`config.mk`:
```
export PLATFORM = sky130hd
export DESIGN_NAME = wb_regfile
export DESIGN_NICKNAME = d
export VERILOG_FILES = /design/src/rtl/wb_regfile.sv
export SDC_FILE = /design/constraint.sdc
export NUM_CORES = 2
export LEC_CHECK = 0
export CAP_MARGIN = 20
export CORE_UTILIZATION = 40
export CTS_BUF_LIST = sky130_fd_sc_hd__clkbuf_4 sky130_fd_sc_hd__clkbuf_8 sky130_fd_sc_hd__clkbuf_16
export DETAILED_ROUTE_END_ITERATION = 8
export GPL_ROUTABILITY_DRIVEN = 0
export PLACE_DENSITY = 0.54
export SYNTH_ARGS = -nofsm -noshare
export SYNTH_HDL_FRONTEND = slang
export SYNTH_SLANG_ARGS = --single-unit
```
`constraint.sdc`:
```
create_clock -name clk -period 11.73 [get_ports clk]
set_input_delay 2.346 -clock clk [delete_from_list [all_inputs] [get_ports clk]]
set_output_delay 2.346 -clock clk [all_outputs]
set_load 0.02 [all_outputs]
```
`src/rtl/wb_regfile.sv`:
```
// wb_regfile: writeback end of the MEM->WB interface.
// The MEM/WB pipeline register captures the MEM stage's (wd, wreg, wdata) triple;
// one cycle later the held entry commits to a 2**ADDR_W entry register file.
// Two combinational read ports serve ID; MEM/WB contents are exposed for forwarding.
// Optional build macro: WB_BYPASS_EN -- when defined, reads of the register that
// MEM/WB is about to write return the pending MEM/WB data.
module wb_regfile #(
    parameter int ADDR_W = 5,
    parameter int DATA_W = 64,
    parameter int CNT_W  = 32
) (
    input  logic              clk,
    input  logic              rst_n,
    input  logic              stall_i,
    input  logic              flush_i,
    input  logic [ADDR_W-1:0] wd_i,
    input  logic              wreg_i,
    input  logic [DATA_W-1:0] wdata_i,
    input  logic [ADDR_W-1:0] raddr1_i,
    input  logic [ADDR_W-1:0] raddr2_i,
    output logic [DATA_W-1:0] rdata1_o,
    output logic [DATA_W-1:0] rdata2_o,
    output logic [ADDR_W-1:0] wb_wd_o,
    output logic              wb_wreg_o,
    output logic [DATA_W-1:0] wb_wdata_o,
    output logic [CNT_W-1:0]  commit_cnt_o
);

    localparam int NREGS = 2 ** ADDR_W;

    logic [DATA_W-1:0] regs_reg [NREGS];
    logic [ADDR_W-1:0] wb_wd_reg;
    logic              wb_wreg_reg;
    logic [DATA_W-1:0] wb_wdata_reg;
    logic [CNT_W-1:0]  commit_cnt_reg;
    logic              commit_en;

    logic [ADDR_W-1:0] raddr_arr [2];
    logic [DATA_W-1:0] rdata_arr [2];

    // A held entry commits only when the pipe is moving and it targets a real register
    assign commit_en = wb_wreg_reg & ~stall_i & (wb_wd_reg != '0);

    // MEM/WB pipeline register: flush beats stall, stall holds, otherwise capture
    always_ff @(posedge clk) begin
        if (!rst_n) begin
            wb_wd_reg    <= '0;
            wb_wreg_reg  <= 1'b0;
            wb_wdata_reg <= '0;
        end else if (flush_i) begin
            wb_wd_reg    <= '0;
            wb_wreg_reg  <= 1'b0;
            wb_wdata_reg <= '0;
        end else if (!stall_i) begin
            wb_wd_reg    <= wd_i;
            wb_wreg_reg  <= wreg_i;
            wb_wdata_reg <= wdata_i;
        end
    end

    // Register file write; reset wins over a commit presented in the same cycle
    always_ff @(posedge clk) begin
        if (!rst_n) begin
            for (int i = 0; i < NREGS; i++) begin
                regs_reg[i] <= '0;
            end
        end else if (commit_en) begin
            regs_reg[wb_wd_reg] <= wb_wdata_reg;
        end
    end

    // Count effective register writes; wraps silently
    always_ff @(posedge clk) begin
        if (!rst_n) begin
            commit_cnt_reg <= '0;
        end else if (commit_en) begin
            commit_cnt_reg <= commit_cnt_reg + 1'b1;
        end
    end

    // Read one port: x0 is hard-wired to zero, optionally bypassing the pending write
    function automatic logic [DATA_W-1:0] read_port(input logic [ADDR_W-1:0] addr);
        logic [DATA_W-1:0] val;
        val = regs_reg[addr];
`ifdef WB_BYPASS_EN
        if (wb_wreg_reg && (wb_wd_reg == addr)) begin
            val = wb_wdata_reg;
        end
`endif
        if (addr == '0) begin
            val = '0;
        end
        return val;
    endfunction

    assign raddr_arr[0] = raddr1_i;
    assign raddr_arr[1] = raddr2_i;

    generate
        for (genvar gi = 0; gi < 2; gi++) begin : g_rport
            assign rdata_arr[gi] = read_port(raddr_arr[gi]);
        end
    endgenerate

    assign rdata1_o     = rdata_arr[0];
    assign rdata2_o     = rdata_arr[1];
    assign wb_wd_o      = wb_wd_reg;
    assign wb_wreg_o    = wb_wreg_reg;
    assign wb_wdata_o   = wb_wdata_reg;
    assign commit_cnt_o = commit_cnt_reg;

endmodule

```
## Word level (Yosys, flattened, before mapping)

Memory sizes are Yosys's and may differ from the RTL's.
Index checks and enable logic that the tools add are counted.

- Register bits after elaboration: 102
- Memories: 1
- Logic and storage cells: 24
- RAM bits: 2048
- Output and inout bits: 230

- Bitwise operators: 4
- Add/sub/neg operators: 1
- Reduce and logical (&&, ||, !) cells: 5
- Mux-type cells: 9

Memory list:

| name | words | width | rd ports | clocked after memory_dff | wr ports | line | RTL |
|---|---|---|---|---|---|---|---|
| regs_reg | 32 | 64 | 2 | 0 | 32 | 31 | `logic [DATA_W-1:0] regs_reg [NREGS];` |

Operators by type and width:

| operator | number |
|---|---|
| two-way mux 64 bit | 3 |
| OR reduction 64 bit | 1 |
| adder 32 x 1 -> 32 bit (second input constant) | 1 |
| logical NOT 5 bit | 2 |
| two-way mux 1 bit | 5 |
| two-way mux 5 bit | 1 |
| nonzero test 5 bit | 1 |
| bitwise AND 1 bit | 2 |
| inverter 1 bit | 2 |
| OR reduction 2 bit | 1 |

## Depth between registers and ports, before layout

- Depth in word-level cells: 8
- Gate-level depth with buffers: 9

## Least setup slack after synthesis

OpenSTA, ideal clock, no wires.

- Kind: input to register
- Start point: input stall_i
- End point: memory regs_reg[25][0] (enable)
- Stages on the path: 6
- Data required time: 11.155 ns
- Path buffers: 2
- Arrival: 7.790 ns
- Setup slack: 3.365 ns
- Cells stage by stage: buf_2 > nand2b_1 > nor2_4 > nand3b_2 > buf_2 > o21ai_0

RTL lines:

| item | line | RTL |
|---|---|---|
| start, declared | 14 | `input logic stall_i,` |
| end, declared | 31 |  |

## Final worst setup path

- Start point: input raddr2_i[1]
- End point: output rdata2_o[51]

- Cells in the longest elaborated chain, start to end: 2
- Elaborated cells between the ends (all ways): 3

RTL lines:

| item | line | RTL |
|---|---|---|
| start, declared | 20 | `input logic [ADDR_W-1:0] raddr2_i,` |
| memory read (32 x 64 bit) or logical NOT 5 bit (tied branches) | n/a |  |
| two-way mux 64 bit (*) | 90 | `if (addr == '0) begin` |
| end, declared | 22 | `output logic [DATA_W-1:0] rdata2_o,` |

Every way passes the cells marked *; elsewhere a longest branch is shown, timed or not.

==> impl_results.md <==
- Full die area: 283000 um^2
- CP max stage cell: a221oi_1
- Gr usage total: 31.8%
- Clk buf depth: 4
- R2r worst-path depth: 4
- Starting Density: 40.2%
- Hold crit path type: flop to flop
- Worst-Margin Slew: 1300 ps
- Die width: 532 um
- # IOs: 314
- Clock Skew: 39.3 ps
- Share of the yosys chip area belonging to registers: a little under three fifths
- Core area: about 280000 um^2
- Seq cells post-synth: 2148
- Tmin final: 9020 ps
- WL final: about 460000 um
- Synthesis Warnings: 0
- Max FFs per register: ~2000
- Period utilization: about three quarters
- Wire per inst: 40.0 um
- Leak: 46.3 nW
- Critical Path Max Stage Delay: 950 ps
- CTS tree: built
- Cell mode on critical path: buf_4
- Power density cells: 146 nW/um^2
- Outcome: finished, violations left
- Total CTS buffers: 244
- Worst Setup End Kind: output port
- Slew Limit Headroom: 13.0%
- Grt ovf: 0
- Max IR drop VDD: about 0.12 mV
- Setup TNS: 0 ps
- Number of port buffers: 313
- CTS Hold Bufs: 0
- Fill count: 24000
- Vias in the first global route: around 73000
- Crit-path cells: buf_8 > buf_4 > buf_4 > mux2_2 > a22oi_1 > nor2_1 > a21oi_1 > a221oi_1 > clkdlybuf4s50_1
- Largest net degree at the start of global routing: 106
- Yosys cell types: 56
- Drt drc: 220
- Final Non-Filler Cells: roughly 11000
- Post-Synthesis Cells: between 7000 and 8000
- Crit-path max FO: 72
- RSZ-0062 raised after global routing: no
- CTS sink count: roughly 2100
- Layout cell share with drive strength beyond 1: about a quarter
- Clock latency on the worst-skew pair: 940 ps
- Maxcap violations: 0
- First-pass GRT wire length: 617000 um
- Worst setup SP type: input pin
- Slew Limit Fails: 0
- Layout area overhead: 14.5%
- Violations in the final reports: DRC
- Post-DP HPWL: 242000 um
- Placed Cells: 10900
- Root buffer cell: clkbuf_16
- Worst Path Required: approximately 9400 ps
- Antenna Violating Nets Remaining: 0
- Initial antenna violation count: 63
- Clock slew at reported path FFs: 60 ps
- Endpoints failing setup: 0
- H-tree level count: 4
- Initial DRC Count: approximately 12000
- Post-Syn Area: between 100000 and 150000 um^2
- Final #Nets: 7535
- Worst Path Arrival: ~6700 ps
- Synth Area per Inst: 15.3 um^2
- Critical path class: input pin to output port
- First-pass DRT Iterations: 9
- Endpoints failing hold: 0
- Via density: 6.42
- Max Fclk: 111 MHz
- CTS resizes: 0
- Die Height: 532 um
- Hold depth: 2
- Post-CTS Setup Bufs: 0
- Via count: 73400
- Std-Cell Rows: 194
[kinds of logic (layout without fill, tap and decap cells)]
kind of cell | count (synthesis) | in the layout | synth area share, %
and+or+nand+nor | 2446 | 2446 | 13.1
buffers and inverters | 764 | 1025 | 2.97
adders and majority gates | 1 | 1 | 0.0111
muxes | 1567 | 1567 | 24.9
other | 1 | 107 | 0.00334
xor gates and xnor gates | 30 | 30 | 0.234
AOI/OAI and AO/OA | 378 | 378 | 2.26
DFF | 2148 | 2148 | 56.5
[area by class of cell]
class	instances	area, um^2	area share, %
flip-flops and latches	2148	63500	49.4
clock buffers	319	6820	5.31
repair buffers	564	5780	4.50
clock inverters	134	1300	1.01
well taps	3724	4660	3.63
multi-input cells	4484	46300	36.1
diodes	45	113	0.0876
inverters	8	35.0	0.0273
[path summary, 6_finish.rpt]
check        slack, ps                to              from
max               2710      rdata2_o[51]       raddr2_i[1]
min                480  commit_cnt_o[31]  commit_cnt_o[31]
max reg2reg       7440  regs_reg[24][29]        wb_wd_o[4]
min reg2reg        480  commit_cnt_o[31]  commit_cnt_o[31]
[cell usage in the layout (no fill, tap or decap), types with 28 or more instances in the layout]
cell type and n:
clkdlybuf4s50_1 302, or2_2 28, mux2_2 70, diode_2 45
and2_1 1988, clkinv_2 43, nor2_1 159, mux4_2 972
o22ai_1 197, o21ai_4 31, or2_1 46, buf_12 36
nand2_1 55, clkinv_1 48, edfxtp_1 2046, clkbuf_16 248
nor2_4 32, mux2i_1 525, clkbuf_4 60, nand3_1 40
conb_1 62, dfxtp_1 102, buf_4 200
[stage by stage]
step           utilization, %  instance area [um^2]  power (W)  hold WS (ps)  worst slack [ps]
2_1_floorplan               -                113000     0.0101           541              3370
3_3_place_gp             42.9                120000     0.0109           461              2810
3_5_place_dp             42.9                120000     0.0110           479              2850
4_1_cts                  45.8                128000     0.0188           487              2830
5_1_grt                  46.0                128000     0.0192           520              2720
6_report                 46.0                129000     0.0188           482              2710
[cell usage after synthesis, drive strengths merged]
cell	instances	area share [%]
and2	1988	11
nand3b	7	0.053
nor3	11	0.053
conb	1	0.0033
nand2b	12	0.067
xnor2	4	0.031
and3	4	0.022
o22a	2	0.016
a221o	5	0.045
buf	279	1.3
dfxtp	102	1.8
a211o	16	0.12
or3b	2	0.016
o21ai	45	0.20
a31oi	2	0.011
inv	8	0.027
a2111oi	14	0.12
xor2	26	0.20
nor2b	20	0.11
o221ai	14	0.11
o22ai	197	1.1
a21o	6	0.040
nor2	195	0.73
ha	1	0.011
or3	3	0.017
a22oi	23	0.15
edfxtp	2046	55
nor4	12	0.086
o21bai	3	0.020
or2	74	0.41
a221oi	8	0.062
mux2	70	0.70
clkbuf	477	1.6
nand2	61	0.20
a211oi	24	0.16
mux4	972	19
nand4	15	0.084
and4	1	0.0078
a21oi	17	0.076
nand3	41	0.19
o31a	2	0.016
mux2i	525	4.7
[routing by layer]
layer	up-vias	wire [um]	global-route usage, %
met2	5153	208000	49.5
met4	6	19200	12.6
met5	-	32	0
li1	28300	-	-
met1	39000	177000	43.9
met3	932	51500	6.32
[worst max-delay path, delay by kind of cell]
family	cells	cell delay, ps
AO/OA/AOI/OAI	3	1070
buffers and inverters	4	2570
multiplexers	1	280
AND/OR/NAND/NOR	1	150
[where the power goes]
part | total, W | switching, W | internal, W
combinational | 0.00207 | 0.00126 | 0.000808
sequential | 0.00878 | 0.000153 | 0.00863
clock | 0.00792 | 0.00331 | 0.00460
(Power assumes the default switching activity.)
